[config.mk]
export PLATFORM = sky130hd
export DESIGN_NAME = mem_access_unit_flat
export DESIGN_NICKNAME = d
export VERILOG_FILES = /design/src/rtl/mem_access_unit_if.sv /design/src/rtl/mem_access_unit.sv /design/src/flat_wrapper.sv
export SDC_FILE = /design/constraint.sdc
export NUM_CORES = 1
export LEC_CHECK = 0
export BUFFER_PORTS_ARGS = -buffer_cell sky130_fd_sc_hd__buf_2
export CELL_PAD_IN_SITES_DETAIL_PLACEMENT = 2
export CELL_PAD_IN_SITES_GLOBAL_PLACEMENT = 2
export CORE_MARGIN = 2
export CORE_UTILIZATION = 27
export DETAILED_ROUTE_END_ITERATION = 16
export PLACE_DENSITY_LB_ADDON = 0.1
export SLEW_MARGIN = 10
export SYNTH_ARGS = -nofsm -noshare
export SYNTH_HDL_FRONTEND = slang
export SYNTH_SLANG_ARGS = --single-unit
[constraint.sdc]
create_clock -name clk -period 2.7 [get_ports clk]
set_input_delay 0.27 -clock clk [delete_from_list [all_inputs] [get_ports clk]]
set_output_delay 0.27 -clock clk [all_outputs]
set_load 0.03 [all_outputs]
[src/rtl/mem_access_unit_if.sv]
// Core-side request/response handshake and word-aligned memory bus of the
// load/store unit. The unit itself connects through the slave modport.
interface mem_access_unit_if;
    logic        req_valid;
    logic        req_ready;
    logic        req_write;
    logic [1:0]  req_size;
    logic        req_signed;
    logic [31:0] req_addr;
    logic [31:0] req_wdata;
    logic        resp_valid;
    logic [31:0] resp_rdata;
    logic        resp_fault;
    logic        mem_enable;
    logic        mem_write;
    logic [31:0] mem_address;
    logic [31:0] mem_data_in;
    logic [31:0] mem_data_out;

    modport slave (
        input  req_valid, req_write, req_size, req_signed, req_addr, req_wdata,
        input  mem_data_out,
        output req_ready, resp_valid, resp_rdata, resp_fault,
        output mem_enable, mem_write, mem_address, mem_data_in
    );

    modport master (
        output req_valid, req_write, req_size, req_signed, req_addr, req_wdata,
        output mem_data_out,
        input  req_ready, resp_valid, resp_rdata, resp_fault,
        input  mem_enable, mem_write, mem_address, mem_data_in
    );
endinterface

[src/rtl/mem_access_unit.sv]
// Load/store unit between the core and a byte-addressed, word-wide memory.
// Sub-word stores are done as read-modify-write; sub-word loads are extracted
// and optionally sign-extended; unaligned word loads are rotated.
module mem_access_unit #(
    parameter int unsigned MEM_SIZE = 64000
) (
    input  logic           clk,
    input  logic           rst_n,
    mem_access_unit_if.slave bus
);

    typedef enum logic [2:0] {
        S_IDLE,
        S_RD,
        S_RD_WAIT,
        S_WR,
        S_RESP
    } state_t;

    state_t      r_state;
    logic [31:0] r_addr;
    logic [31:0] r_wdata;
    logic [31:0] r_rdata;
    logic [1:0]  r_size;
    logic        r_signed;
    logic        r_write;
    logic        r_fault;

    logic        w_accept;
    logic        w_fault;
    logic [32:0] w_end;
    logic [31:0] w_byte_sh;
    logic [31:0] w_half_sh;
    logic [63:0] w_rot;
    logic [31:0] w_load;
    logic [31:0] w_merged;

    assign w_accept = bus.req_valid && (r_state == S_IDLE);

    // Fault decode on the incoming request; the end address is 33 bits wide
    // so that addresses near 0xFFFFFFFF cannot wrap below MEM_SIZE.
    always_comb begin
        w_end   = {1'b0, bus.req_addr} + 33'd3;
        w_fault = 1'b0;
        if (bus.req_size == 2'b11)
            w_fault = 1'b1;
        else if (bus.req_size == 2'b01 && bus.req_addr[0])
            w_fault = 1'b1;
        else if (w_end >= 33'(MEM_SIZE))
            w_fault = 1'b1;
    end

    // Load result formatting and sub-word store merge from the returned word.
    always_comb begin
        w_byte_sh = bus.mem_data_out >> {r_addr[1:0], 3'b000};
        w_half_sh = bus.mem_data_out >> {r_addr[1], 4'b0000};
        w_rot     = {bus.mem_data_out, bus.mem_data_out} >> {r_addr[1:0], 3'b000};
        w_merged  = bus.mem_data_out;
        case (r_size)
            2'b00: begin
                w_load = {{24{r_signed & w_byte_sh[7]}}, w_byte_sh[7:0]};
                w_merged[{r_addr[1:0], 3'b000} +: 8] = r_wdata[7:0];
            end
            2'b01: begin
                w_load = {{16{r_signed & w_half_sh[15]}}, w_half_sh[15:0]};
                w_merged[{r_addr[1], 4'b0000} +: 16] = r_wdata[15:0];
            end
            default: begin
                w_load = w_rot[31:0];
            end
        endcase
    end

    // Access sequencer: latches the request, runs read / write phases, and
    // produces the response word and fault flag.
    always_ff @(posedge clk) begin
        if (!rst_n) begin
            r_state  <= S_IDLE;
            r_addr   <= '0;
            r_wdata  <= '0;
            r_rdata  <= '0;
            r_size   <= '0;
            r_signed <= 1'b0;
            r_write  <= 1'b0;
            r_fault  <= 1'b0;
        end else begin
            case (r_state)
                S_IDLE: begin
                    if (w_accept) begin
                        r_addr   <= bus.req_addr;
                        r_wdata  <= bus.req_wdata;
                        r_size   <= bus.req_size;
                        r_signed <= bus.req_signed;
                        r_write  <= bus.req_write;
                        r_fault  <= w_fault;
                        if (w_fault) begin
                            r_rdata <= '0;
                            r_state <= S_RESP;
                        end else if (bus.req_write && bus.req_size == 2'b10) begin
                            r_state <= S_WR;
                        end else begin
                            r_state <= S_RD;
                        end
                    end
                end
                S_RD: begin
                    r_state <= S_RD_WAIT;
                end
                S_RD_WAIT: begin
                    if (r_write) begin
                        r_wdata <= w_merged;
                        r_state <= S_WR;
                    end else begin
                        r_rdata <= w_load;
                        r_state <= S_RESP;
                    end
                end
                S_WR: begin
                    r_rdata <= '0;
                    r_state <= S_RESP;
                end
                S_RESP: begin
                    r_fault <= 1'b0;
                    r_state <= S_IDLE;
                end
                default: begin
                    r_state <= S_IDLE;
                end
            endcase
        end
    end

    assign bus.req_ready   = (r_state == S_IDLE);
    assign bus.resp_valid  = (r_state == S_RESP);
    assign bus.resp_fault  = r_fault;
    assign bus.resp_rdata  = r_rdata;
    assign bus.mem_enable  = (r_state == S_RD) || (r_state == S_WR);
    assign bus.mem_write   = (r_state == S_WR);
    assign bus.mem_address = {r_addr[31:2], 2'b00};
    assign bus.mem_data_in = r_wdata;

endmodule

[src/flat_wrapper.sv]
// flat-port wrapper written by rule: the top's interface ports become plain ports
module mem_access_unit_flat 
#(
    parameter int unsigned MEM_SIZE = 64000
)
  (clk, rst_n, bus_req_valid, bus_req_write, bus_req_size, bus_req_signed, bus_req_addr, bus_req_wdata, bus_mem_data_out, bus_req_ready, bus_resp_valid, bus_resp_rdata, bus_resp_fault, bus_mem_enable, bus_mem_write, bus_mem_address, bus_mem_data_in);
  mem_access_unit_if bus_i ();
  input  logic clk;
  input  logic rst_n;
  input wire logic [$bits(bus_i.req_valid)-1:0] bus_req_valid;
  input wire logic [$bits(bus_i.req_write)-1:0] bus_req_write;
  input wire logic [$bits(bus_i.req_size)-1:0] bus_req_size;
  input wire logic [$bits(bus_i.req_signed)-1:0] bus_req_signed;
  input wire logic [$bits(bus_i.req_addr)-1:0] bus_req_addr;
  input wire logic [$bits(bus_i.req_wdata)-1:0] bus_req_wdata;
  input wire logic [$bits(bus_i.mem_data_out)-1:0] bus_mem_data_out;
  output wire logic [$bits(bus_i.req_ready)-1:0] bus_req_ready;
  output wire logic [$bits(bus_i.resp_valid)-1:0] bus_resp_valid;
  output wire logic [$bits(bus_i.resp_rdata)-1:0] bus_resp_rdata;
  output wire logic [$bits(bus_i.resp_fault)-1:0] bus_resp_fault;
  output wire logic [$bits(bus_i.mem_enable)-1:0] bus_mem_enable;
  output wire logic [$bits(bus_i.mem_write)-1:0] bus_mem_write;
  output wire logic [$bits(bus_i.mem_address)-1:0] bus_mem_address;
  output wire logic [$bits(bus_i.mem_data_in)-1:0] bus_mem_data_in;
  assign bus_i.req_valid = bus_req_valid;
  assign bus_i.req_write = bus_req_write;
  assign bus_i.req_size = bus_req_size;
  assign bus_i.req_signed = bus_req_signed;
  assign bus_i.req_addr = bus_req_addr;
  assign bus_i.req_wdata = bus_req_wdata;
  assign bus_i.mem_data_out = bus_mem_data_out;
  assign bus_req_ready = bus_i.req_ready;
  assign bus_resp_valid = bus_i.resp_valid;
  assign bus_resp_rdata = bus_i.resp_rdata;
  assign bus_resp_fault = bus_i.resp_fault;
  assign bus_mem_enable = bus_i.mem_enable;
  assign bus_mem_write = bus_i.mem_write;
  assign bus_mem_address = bus_i.mem_address;
  assign bus_mem_data_in = bus_i.mem_data_in;
  mem_access_unit #(.MEM_SIZE(MEM_SIZE)) u_core (.clk(clk), .rst_n(rst_n), .bus(bus_i));
endmodule
==> results of run 1 <==
cell families after synthesis:
group / share of synthesized area [%]
and+or+nand+nor: 19.2
DFF: 31.3
xor gates and xnor gates: 0.526
AOI/OAI and AO/OA: 23.2
adders and majority gates: 0.939
other: 0.0563
muxes: 15.6
buffers and inverters: 9.20
area by class of cell:
type                            count  area (sq um)
Antenna cell                        1          2.50
Clock buffer                        9           225
Clock inverter                      7          88.8
Fill cell                        2866         16100
Inverter                            9          33.8
Multi-Input combinational cell    595          3980
Sequential cell                   104          2080
Tap cell                          324           405
Timing Repair Buffer              237          1300
Yosys cell counts, drive strengths merged, types with 3 or more instances:
| cell type | count | area [sq um] |
|---|---|---|
| nand2 | 154 | 578 |
| dfxtp | 104 | 2080 |
| a21oi | 86 | 430 |
| mux2i | 48 | 480 |
| clkbuf | 47 | 216 |
| buf | 44 | 342 |
| o21ai | 44 | 220 |
| nor2 | 30 | 113 |
| a221oi | 27 | 236 |
| nor2b | 27 | 169 |
| o211ai | 27 | 203 |
| a211oi | 22 | 165 |
| mux4 | 21 | 537 |
| nor3 | 15 | 80.1 |
| and2 | 9 | 58.8 |
| inv | 8 | 30.0 |
| a31oi | 6 | 37.5 |
| and3 | 6 | 38.8 |
| and4 | 6 | 57.6 |
| nand3 | 6 | 30.0 |
| a22oi | 5 | 37.5 |
| ha | 5 | 62.6 |
| o221ai | 5 | 43.8 |
| a22o | 4 | 35.0 |
| or2 | 4 | 25.0 |
| a21o | 3 | 22.5 |
| xnor2 | 3 | 26.3 |
cells in the final DEF (no fill, tap or decap), types with 6 or more instances in the layout:
cell	netlist	layout
buf_4	32	34
mux4_4	6	6
mux2i_1	48	48
o211ai_1	27	27
nand3_1	6	6
a21oi_1	86	85
o21ai_0	44	44
a31oi_1	6	6
mux4_1	13	13
inv_1	8	7
buf_2	0	201
clkbuf_16	0	9
dfxtp_1	104	103
and2_1	6	7
nand2_1	154	154
nor2b_1	27	26
nor2_1	30	30
a211oi_1	22	22
a221oi_1	27	27
nor3_1	14	14
per-layer routing:
layer / up-vias / track usage (%) / part of all wire [%] / wire length, um
li1: 3205 / - / - / -
met1: 3316 / 29.7 / 48 / 12800
met2: 154 / 32.1 / 45 / 12100
met3: 20 / 3.54 / 5.3 / 1400
met4: 0 / 4.95 / 1.4 / 376
met5: - / 0 / 0 / 0
final timing paths:
path / start / end / slack (ps) / cells past startpoint
setup / recovery: u_core.r_addr[0] / u_core.bus.mem_data_in[5] / 350 / 7
hold / removal: bus_req_signed / u_core.r_signed / 150 / 3
setup reg to reg: u_core.r_addr[0] / u_core.bus.mem_data_in[5] / 350 / 7
hold reg to reg: u_core.r_addr[8] / u_core.r_addr[8] / 450 / 2
power groups by stage:
stage / clock network [mW] / logic (mW) / registers (mW)
3_5_place_dp: 0 / 0.878 / 1.69
6_report: 1.45 / 0.867 / 1.65
4_1_cts: 1.51 / 0.881 / 1.65
2_1_floorplan: 0 / 0.518 / 1.73
3_3_place_gp: 0 / 0.870 / 1.69
5_1_grt: 1.56 / 0.948 / 1.66
flip-flops by register name, indices dropped and copies added, names as in the netlist:
register	cells
u_core.bus.resp_rdata	32
u_core.bus.mem_data_in	32
u_core.r_state	3
u_core.r_write	1
u_core.r_signed	1
u_core.r_addr	32
u_core.bus.resp_fault	1
u_core.r_size	2
per-stage QoR:
stage               hold slack, ps  total power [mW]  instances
floorplan                      406              2.25        801
global placement               441              2.56       1269
detailed placement             446              2.57       1269
CTS                            140              4.04       1285
global route                   152              4.16       1285
finish                         153              3.97       1286
worst register-to-register path: cells and delay by family, from the launching register on:
family                   cells  cell delay [ps]
buffers and inverters        1              130
AO/OA/AOI/OAI                3              800
flip-flops                   1              350
AND/OR/NAND/NOR              2              610
adder cells (fa/ha/maj)      1              380
==> impl_metrics.json, run 1 <==
{
  "grt_pass1_vias": 6916,
  "finalSetupViolations": 0,
  "final.period_utilization_pct": 87.2,
  "cp_slowest_stage_delay_ps": 550,
  "maxSlewViolCount": 0,
  "critPathMaxFanout": 6,
  "route.detailed.drc": 0,
  "port-buffer-count": 201,
  "clkLatencyLatePin_ps": 370,
  "synth_seq_cells": 104,
  "synth_area_sq_um": 6660,
  "p_int_mw": 2.66,
  "vias": 6695,
  "hpwl_um": 20100,
  "path_cells": "inv_1 > ha_1 > nor3b_1 > a31oi_1 > o21ai_0 > a221oi_1 > nor4_1",
  "htree_levels": 3,
  "placed_area_sq_um": 7810,
  "cts_hold_buf": 0,
  "wl_um": 26700,
  "hold_viol": 0,
  "status": "completed",
  "nets": 1064,
  "drive_gt1_share_pct": 30.0,
  "cpLargestDelayFamily": "compound AO/OA/AOI/OAI gates",
  "cts_tree": "done",
  "synth-edff-count": 0,
  "end_kind": "flip-flop",
  "leakage_nw": 3.38,
  "clkTransAtPathRegs_ps": 90,
  "switching_share_pct": 33.1,
  "worst_slack_ps": 345,
  "antenna_left": 0,
  "dr.pass1.iters": 5,
  "cts_root_buffer": "clkbuf_16",
  "pre_cts_ws_ps": 30.0,
  "p_sw_mw": 1.31,
  "startpoint_type": "flip-flop",
  "fin_skew_ps": 15.9,
  "cp_data_required_time_ps": 2970,
  "antenna_found_initial": 1,
  "crit_slowest_cell": "o21ai_0",
  "start_util_pct": 27.5,
  "timing.setup.tns_ps": 0,
  "synthCells": 800,
  "cellPowerDensity_nw_per_um2": 488,
  "synth.avg_cell_area_sq_um": 8.33,
  "clkSinkCount": 104,
  "critPathBufInv": 1,
  "yosys_warnings": 0,
  "rsz0062_at_grt": "no",
  "core_area_sq_um": 24200,
  "routed_via_density": 5.21,
  "fmax_ghz": 0.425,
  "hold_class": "in -> reg",
  "die_area_sq_um": 25900,
  "fin_crit_ps": 2350,
  "cts_buffers": 9,
  "wl_per_cell_um": 20.8,
  "ir_drop_mv": 0.191,
  "grt_max_degree": 44,
  "area_delta_synth_final_pct": 22.0,
  "ioPinCount": 204,
  "relSlewSlack_pct": 55.0,
  "comb_power_share_pct": 21.9,
  "grt-ovfl-total": 0,
  "grt_pass1_wl_um": 41600,
  "synth_cell_type_count": 66,
  "rows": 57,
  "tightestPinTransition_ps": 668,
  "drv_cap": 0,
  "die_w_um": 161,
  "die_h_um": 161,
  "critPathKind": "reg -> reg",
  "cts_setup_buffers": 0,
  "yosysSeqAreaShare_pct": 31.3,
  "cts_resized": 0,
  "synth_top_flop_cell": "dfxtp_1",
  "final_core_util_pct": 33.5,
  "clock_tree.buffer_depth": 2,
  "place.gp.congestion": 0.819,
  "drt_iter0_markers": 273,
  "seqPwrFrac_pct": 41.6,
  "track_usage_pct": 20.6,
  "final_area_sq_um": 8120,
  "synth-async-reset-ratio_pct": 0,
  "clkPwrFrac_pct": 36.5,
  "arrival_ps": 2630
}
No activity file was read; power rests on OpenSTA's default activity.
==> run 2: changes to the inputs <==
BUFFER_PORTS_ARGS = unset   (was -buffer_cell sky130_fd_sc_hd__buf_2)
CORE_UTILIZATION = 33   (was 27)
DONT_BUFFER_PORTS = 1   (was unset)
==> run 2 against run 1 <==
Against the previous run:
- routed wire length decreased by 6.0%
- non-clock buffer count decreased by 209
- clock-buffer cell count unchanged
- die area decreased by 18%
- cell count decreased by 21%
- critical endpoint is now u_core.bus.mem_data_in[18]
- combinational power decreased by 39%
- global-route usage increased by 2.8 points
- clock power decreased by 4%
- sequential share of layout area increased by 4.3 points
==> impl_metrics.json, run 2 (same netlist as run 1, synthesis figures left out) <==
{
  "clkTransAtPathRegs_ps": 80,
  "tightestPinTransition_ps": 891,
  "met3_usage_pct": 6.16,
  "p_sw_mw": 1.15,
  "clkSinkCount": 104,
  "leakage_nw": 2.41,
  "die_w_um": 146,
  "arrival_ps": 2760,
  "ir_drop_mv": 0.289,
  "startpoint_type": "flip-flop",
  "hold_viol": 0,
  "clock_tree.buffer_depth": 2,
  "wl_per_cell_um": 24.7,
  "r2r-start": "u_core.r_addr[1]",
  "route.detailed.drc": 0,
  "cts_resized": 0,
  "fillers": 2291,
  "final_common_cell": "nand2_1",
  "met1_usage_pct": 27.7,
  "cts_setup_buffers": 0,
  "die_h_um": 146,
  "holdCritStartpoint": "bus_req_addr[12]",
  "worstReg2RegEnd": "u_core.bus.mem_data_in[18]",
  "routed_via_density": 5.95,
  "cts_buffers": 9,
  "start_util_pct": 33.9,
  "holdPathStages": 2,
  "grt_max_degree": 65,
  "wl_um": 25100,
  "clkLatencyLatePin_ps": 360,
  "drive_gt1_share_pct": 10.5,
  "timing.setup.tns_ps": 0,
  "gr-max-usage-layer": "met2",
  "grt_pass1_wl_um": 39400,
  "track_usage_pct": 23.4,
  "cts_tree": "done",
  "switching_share_pct": 31.1,
  "port-buffer-count": 0,
  "seqPwrFrac_pct": 48.1,
  "cp_slowest_stage_delay_ps": 480,
  "area_delta_synth_final_pct": 4.45,
  "place.gp.congestion": 0.878,
  "core_area_sq_um": 19700,
  "r2r_slack_ps": 230,
  "htree_levels": 3,
  "cts_hold_buf": 0,
  "path_cells": "inv_1 > ha_1 > nor4bb_1 > buf_4 > a21oi_1 > o21ai_0 > o211ai_1 > a21oi_1",
  "maxSlewViolCount": 0,
  "fmax_ghz": 0.405,
  "nets": 855,
  "hold_class": "in -> reg",
  "critPathKind": "reg -> reg",
  "antenna_left": 0,
  "placed_area_sq_um": 6660,
  "relSlewSlack_pct": 40.6,
  "final_area_sq_um": 6960,
  "crit_slowest_cell": "dfxtp_2",
  "cts_root_buffer": "clkbuf_16",
  "fin_crit_ps": 2470,
  "grt_pass1_vias": 6627,
  "fin_cells": 1017,
  "dr.pass1.iters": 4,
  "antenna_found_initial": 1,
  "final.period_utilization_pct": 91.5,
  "place_inst": 1001,
  "ioPinCount": 204,
  "drt_iter0_markers": 293,
  "clkPwrFrac_pct": 37.7,
  "antenna_cells": 0,
  "cellPowerDensity_nw_per_um2": 531,
  "status": "completed",
  "rsz0062_at_grt": "no",
  "rr_worst_depth": 8,
  "cpMostUsedCell": "a21oi_1",
  "die_area_sq_um": 21300,
  "drv_cap": 0,
  "hold_end": "u_core.r_addr[12]",
  "comb_power_share_pct": 14.2,
  "final_cell_mix": "nand2_1 (154), dfxtp_1 (103), a21oi_1 (85)",
  "worstSetupStartpoint": "u_core.r_addr[1]",
  "hpwl_um": 19000,
  "grt.met2_usage_pct": 40.5,
  "cp_data_required_time_ps": 2990,
  "vias": 6048,
  "fin_skew_ps": 10.0,
  "rows": 51,
  "grt-ovfl-total": 0,
  "end_kind": "flip-flop",
  "finalSetupViolations": 0,
  "critPathMaxFanout": 11,
  "p_int_mw": 2.55
}
run 2: cell count changes in the layout (fill, tap and decap cells not counted), sizes merged:
cell   before  now
diode       1    0
buf       237   28
run 2: metal layers:
metal | share of wire [%] | routed length (um) | up-vias
li1 | - | - | 2784
met1 | 39 | 9830 | 3040
met2 | 51 | 12800 | 188
met3 | 7.1 | 1780 | 34
met4 | 2.7 | 672 | 2
met5 | 0.064 | 16 | -
run 2: worst max-delay path, delay by kind of cell (launching register included):
kind,cells,cell delay (ps)
AO/OA/AOI/OAI,4,790
AND/OR/NAND/NOR,1,320
buffers and inverters,2,420
flip-flops,1,480
adder cells (fa/ha/maj),1,390
run 2: layout make-up:
type                    count  area (sq um)  area share (%)
inverters                   9          33.8           0.486
flip-flops and latches    104          2080            29.9
clock inverters             7          77.6            1.11
multi-input cells         595          3980            57.3
repair buffers             28           223            3.20
clock buffers               9           225            3.24
well taps                 265           332            4.77
run 2: worst max path at each step:
stage                                      end  depth (start not counted)
floorplan           u_core.bus.mem_data_in[26]                          8
global placement     u_core.bus.resp_rdata[23]                          8
detailed placement   u_core.bus.resp_rdata[21]                          8
CTS                  u_core.bus.mem_data_in[5]                          7
global route         u_core.bus.mem_data_in[8]                          8
finish              u_core.bus.mem_data_in[18]                          8
run 2: power groups by stage:
| stage | logic [mW] | registers, mW | clock network [mW] |
|---|---|---|---|
| after detailed placement | 0.527 | 1.82 | 0 |
| after floorplan | 0.518 | 1.73 | 0 |
| final | 0.526 | 1.78 | 1.39 |
| after CTS | 0.531 | 1.78 | 1.43 |
| after global placement | 0.503 | 1.81 | 0 |
| after global routing | 0.585 | 1.79 | 1.49 |
run 2: stage by stage:
stage / power (mW) / worst slack [ps] / util, % / hold slack [ps]
floorplan: 2.25 / 47.5 / - / 406
global placement: 2.32 / 163 / 33.9 / 409
detailed placement: 2.34 / 140 / 33.9 / 409
CTS: 3.75 / 156 / 35.4 / 22.3
global route: 3.87 / 15.1 / 35.4 / 31.9
finish: 3.69 / 230 / 35.4 / 32.2
==> run 3: changes to the inputs <==
==> constraint.sdc (replaced) <==
create_clock -name clk -period 2.7 [get_ports clk]
set_input_delay 0.54 -clock clk [delete_from_list [all_inputs] [get_ports clk]]
set_output_delay 0.54 -clock clk [all_outputs]
set_load 0.03 [all_outputs]
==> run 3 against run 2 <==
Against the previous run:
- critical endpoint is now u_core.bus.resp_rdata[23]
- worst hold slack improved by 270 ps
- routed wire length rose by 0.65%
- largest power group unchanged
- die area did not move
- critical path type is now in -> reg
==> impl_metrics.json, run 3 (same netlist as run 1, synthesis figures left out) <==
{
  "timing.setup.tns_ps": 0,
  "die_area_sq_um": 21300,
  "clock_tree.buffer_depth": 2,
  "antenna_left": 0,
  "critPathMaxFanout": 32,
  "final_common_cell": "nand2_1",
  "htree_levels": 3,
  "dr.pass1.iters": 4,
  "ir_drop_mv": 0.248,
  "cp_data_required_time_ps": 2920,
  "final_cell_mix": "nand2_1 (154), dfxtp_1 (103), a21oi_1 (85)",
  "grt_pass1_wl_um": 39500,
  "die_h_um": 146,
  "rows": 51,
  "fmax_ghz": 0.414,
  "drt_iter0_markers": 314,
  "crit_slowest_cell": "or4_4",
  "maxSlewViolCount": 0,
  "worst_slack_ps": 285,
  "start_util_pct": 33.9,
  "leakage_nw": 2.40,
  "wl_per_cell_um": 24.8,
  "ioPinCount": 204,
  "drv_cap": 0,
  "relSlewSlack_pct": 38.8,
  "clkLatencyLatePin_ps": 360,
  "cts_root_buffer": "clkbuf_16",
  "r2r-start": "u_core.r_state[1]",
  "fin_crit_ps": 2420,
  "seqPwrFrac_pct": 49.3,
  "core_area_sq_um": 19700,
  "hold_viol": 0,
  "cp_slowest_stage_delay_ps": 420,
  "cpLargestDelayFamily": "compound AO/OA/AOI/OAI gates",
  "antenna_cells": 0,
  "worstSetupStartpoint": "bus_req_addr[0]",
  "startpoint_type": "input port",
  "clkPwrFrac_pct": 36.1,
  "p_total_mw": 3.61,
  "holdCritStartpoint": "bus_req_addr[1]",
  "drive_gt1_share_pct": 10.6,
  "track_usage_pct": 23.5,
  "cts_tree": "done",
  "grt_pass1_vias": 6552,
  "fin_skew_ps": 10.0,
  "cts_hold_buf": 0,
  "antenna_found_initial": 1,
  "finalSetupViolations": 0,
  "grt-ovfl-total": 0,
  "p_sw_mw": 1.14,
  "route.detailed.drc": 0,
  "grt_max_degree": 65,
  "critPathBufInv": 1,
  "hpwl_um": 19100,
  "cts_buffers": 9,
  "routed_via_density": 6.01,
  "final_core_util_pct": 35.4,
  "port-buffer-count": 0,
  "vias": 6114,
  "clkSinkCount": 104,
  "switching_share_pct": 31.5,
  "cellPowerDensity_nw_per_um2": 519,
  "status": "completed",
  "cts_setup_buffers": 0,
  "final.period_utilization_pct": 89.5,
  "tightestPinTransition_ps": 919,
  "place.gp.congestion": 0.877,
  "hold_class": "in -> reg",
  "wl_um": 25300,
  "critPathKind": "in -> reg",
  "clkTransAtPathRegs_ps": 70,
  "fillers": 2258,
  "rsz0062_at_grt": "no",
  "arrival_ps": 2640,
  "pre_cts_ws_ps": -85.6,
  "cts_resized": 0,
  "end_kind": "flip-flop",
  "p_int_mw": 2.47,
  "comb_power_share_pct": 14.6,
  "nets": 857,
  "area_delta_synth_final_pct": 4.34,
  "path_cells": "o211a_1 > and4_1 > a311oi_1 > o2bb2ai_1 > or4_4 > o32a_2 > buf_12 > mux2i_1",
  "die_w_um": 146
}
## run 3: cell count changes in the layout (fill, tap and decap cells not counted)
cell        delta
clkbuf_8       +1
o21ai_0        +1
clkinvlp_4     +1
clkinv_2       -1
bufinv_16      -1
buf_4          +2
o21ai_1        -1
inv_6          -1
## run 3: power by group through the flow
stage | Combinational, mW | Sequential (mW) | Clock (mW)
6_report | 0.528 | 1.78 | 1.30
5_1_grt | 0.587 | 1.79 | 1.41
4_1_cts | 0.533 | 1.78 | 1.34
3_5_place_dp | 0.530 | 1.82 | 0
3_3_place_gp | 0.506 | 1.81 | 0
2_1_floorplan | 0.518 | 1.73 | 0
## run 3: cell type report
cell class	count	area, sq um	area share (%)
sequential	104	2080	30.0
clock inverter	5	41.3	0.594
clock buffer	10	239	3.44
inverter	9	33.8	0.486
multi-input combinational	595	3980	57.3
timing repair buffer	30	238	3.42
tap	265	332	4.77
## run 3: final timing paths
kind	end	slack [ps]	depth (start not counted)
max	u_core.bus.resp_rdata[23]	280	8
min	u_core.r_addr[1]	300	2
max reg2reg	u_core.bus.mem_data_in[9]	300	5
min reg2reg	u_core.r_signed	550	2
## run 3: layer usage
metal / global-route usage, % / wire, um / up-vias
met5: 0 / 13 / -
met4: 6.65 / 467 / 2
met3: 5.78 / 1700 / 27
met2: 42.1 / 13100 / 185
met1: 27.8 / 9970 / 3106
li1: - / - / 2794
## run 3: per-stage QoR
stage          area (sq um)  hold slack (ps)  cells
4_1_cts                6950              298   1018
6_report               6950              305   1018
3_5_place_dp           6670              540   1003
5_1_grt                6950              305   1018
3_3_place_gp           6670              517   1003
2_1_floorplan          6670              437    801
## run 3: worst register-to-register path, delay by kind of cell, from the launching register on
family / cells / cell delay [ps]
AO/OA/AOI/OAI: 2 / 1030
flip-flops: 1 / 480
AND/OR/NAND/NOR: 3 / 830
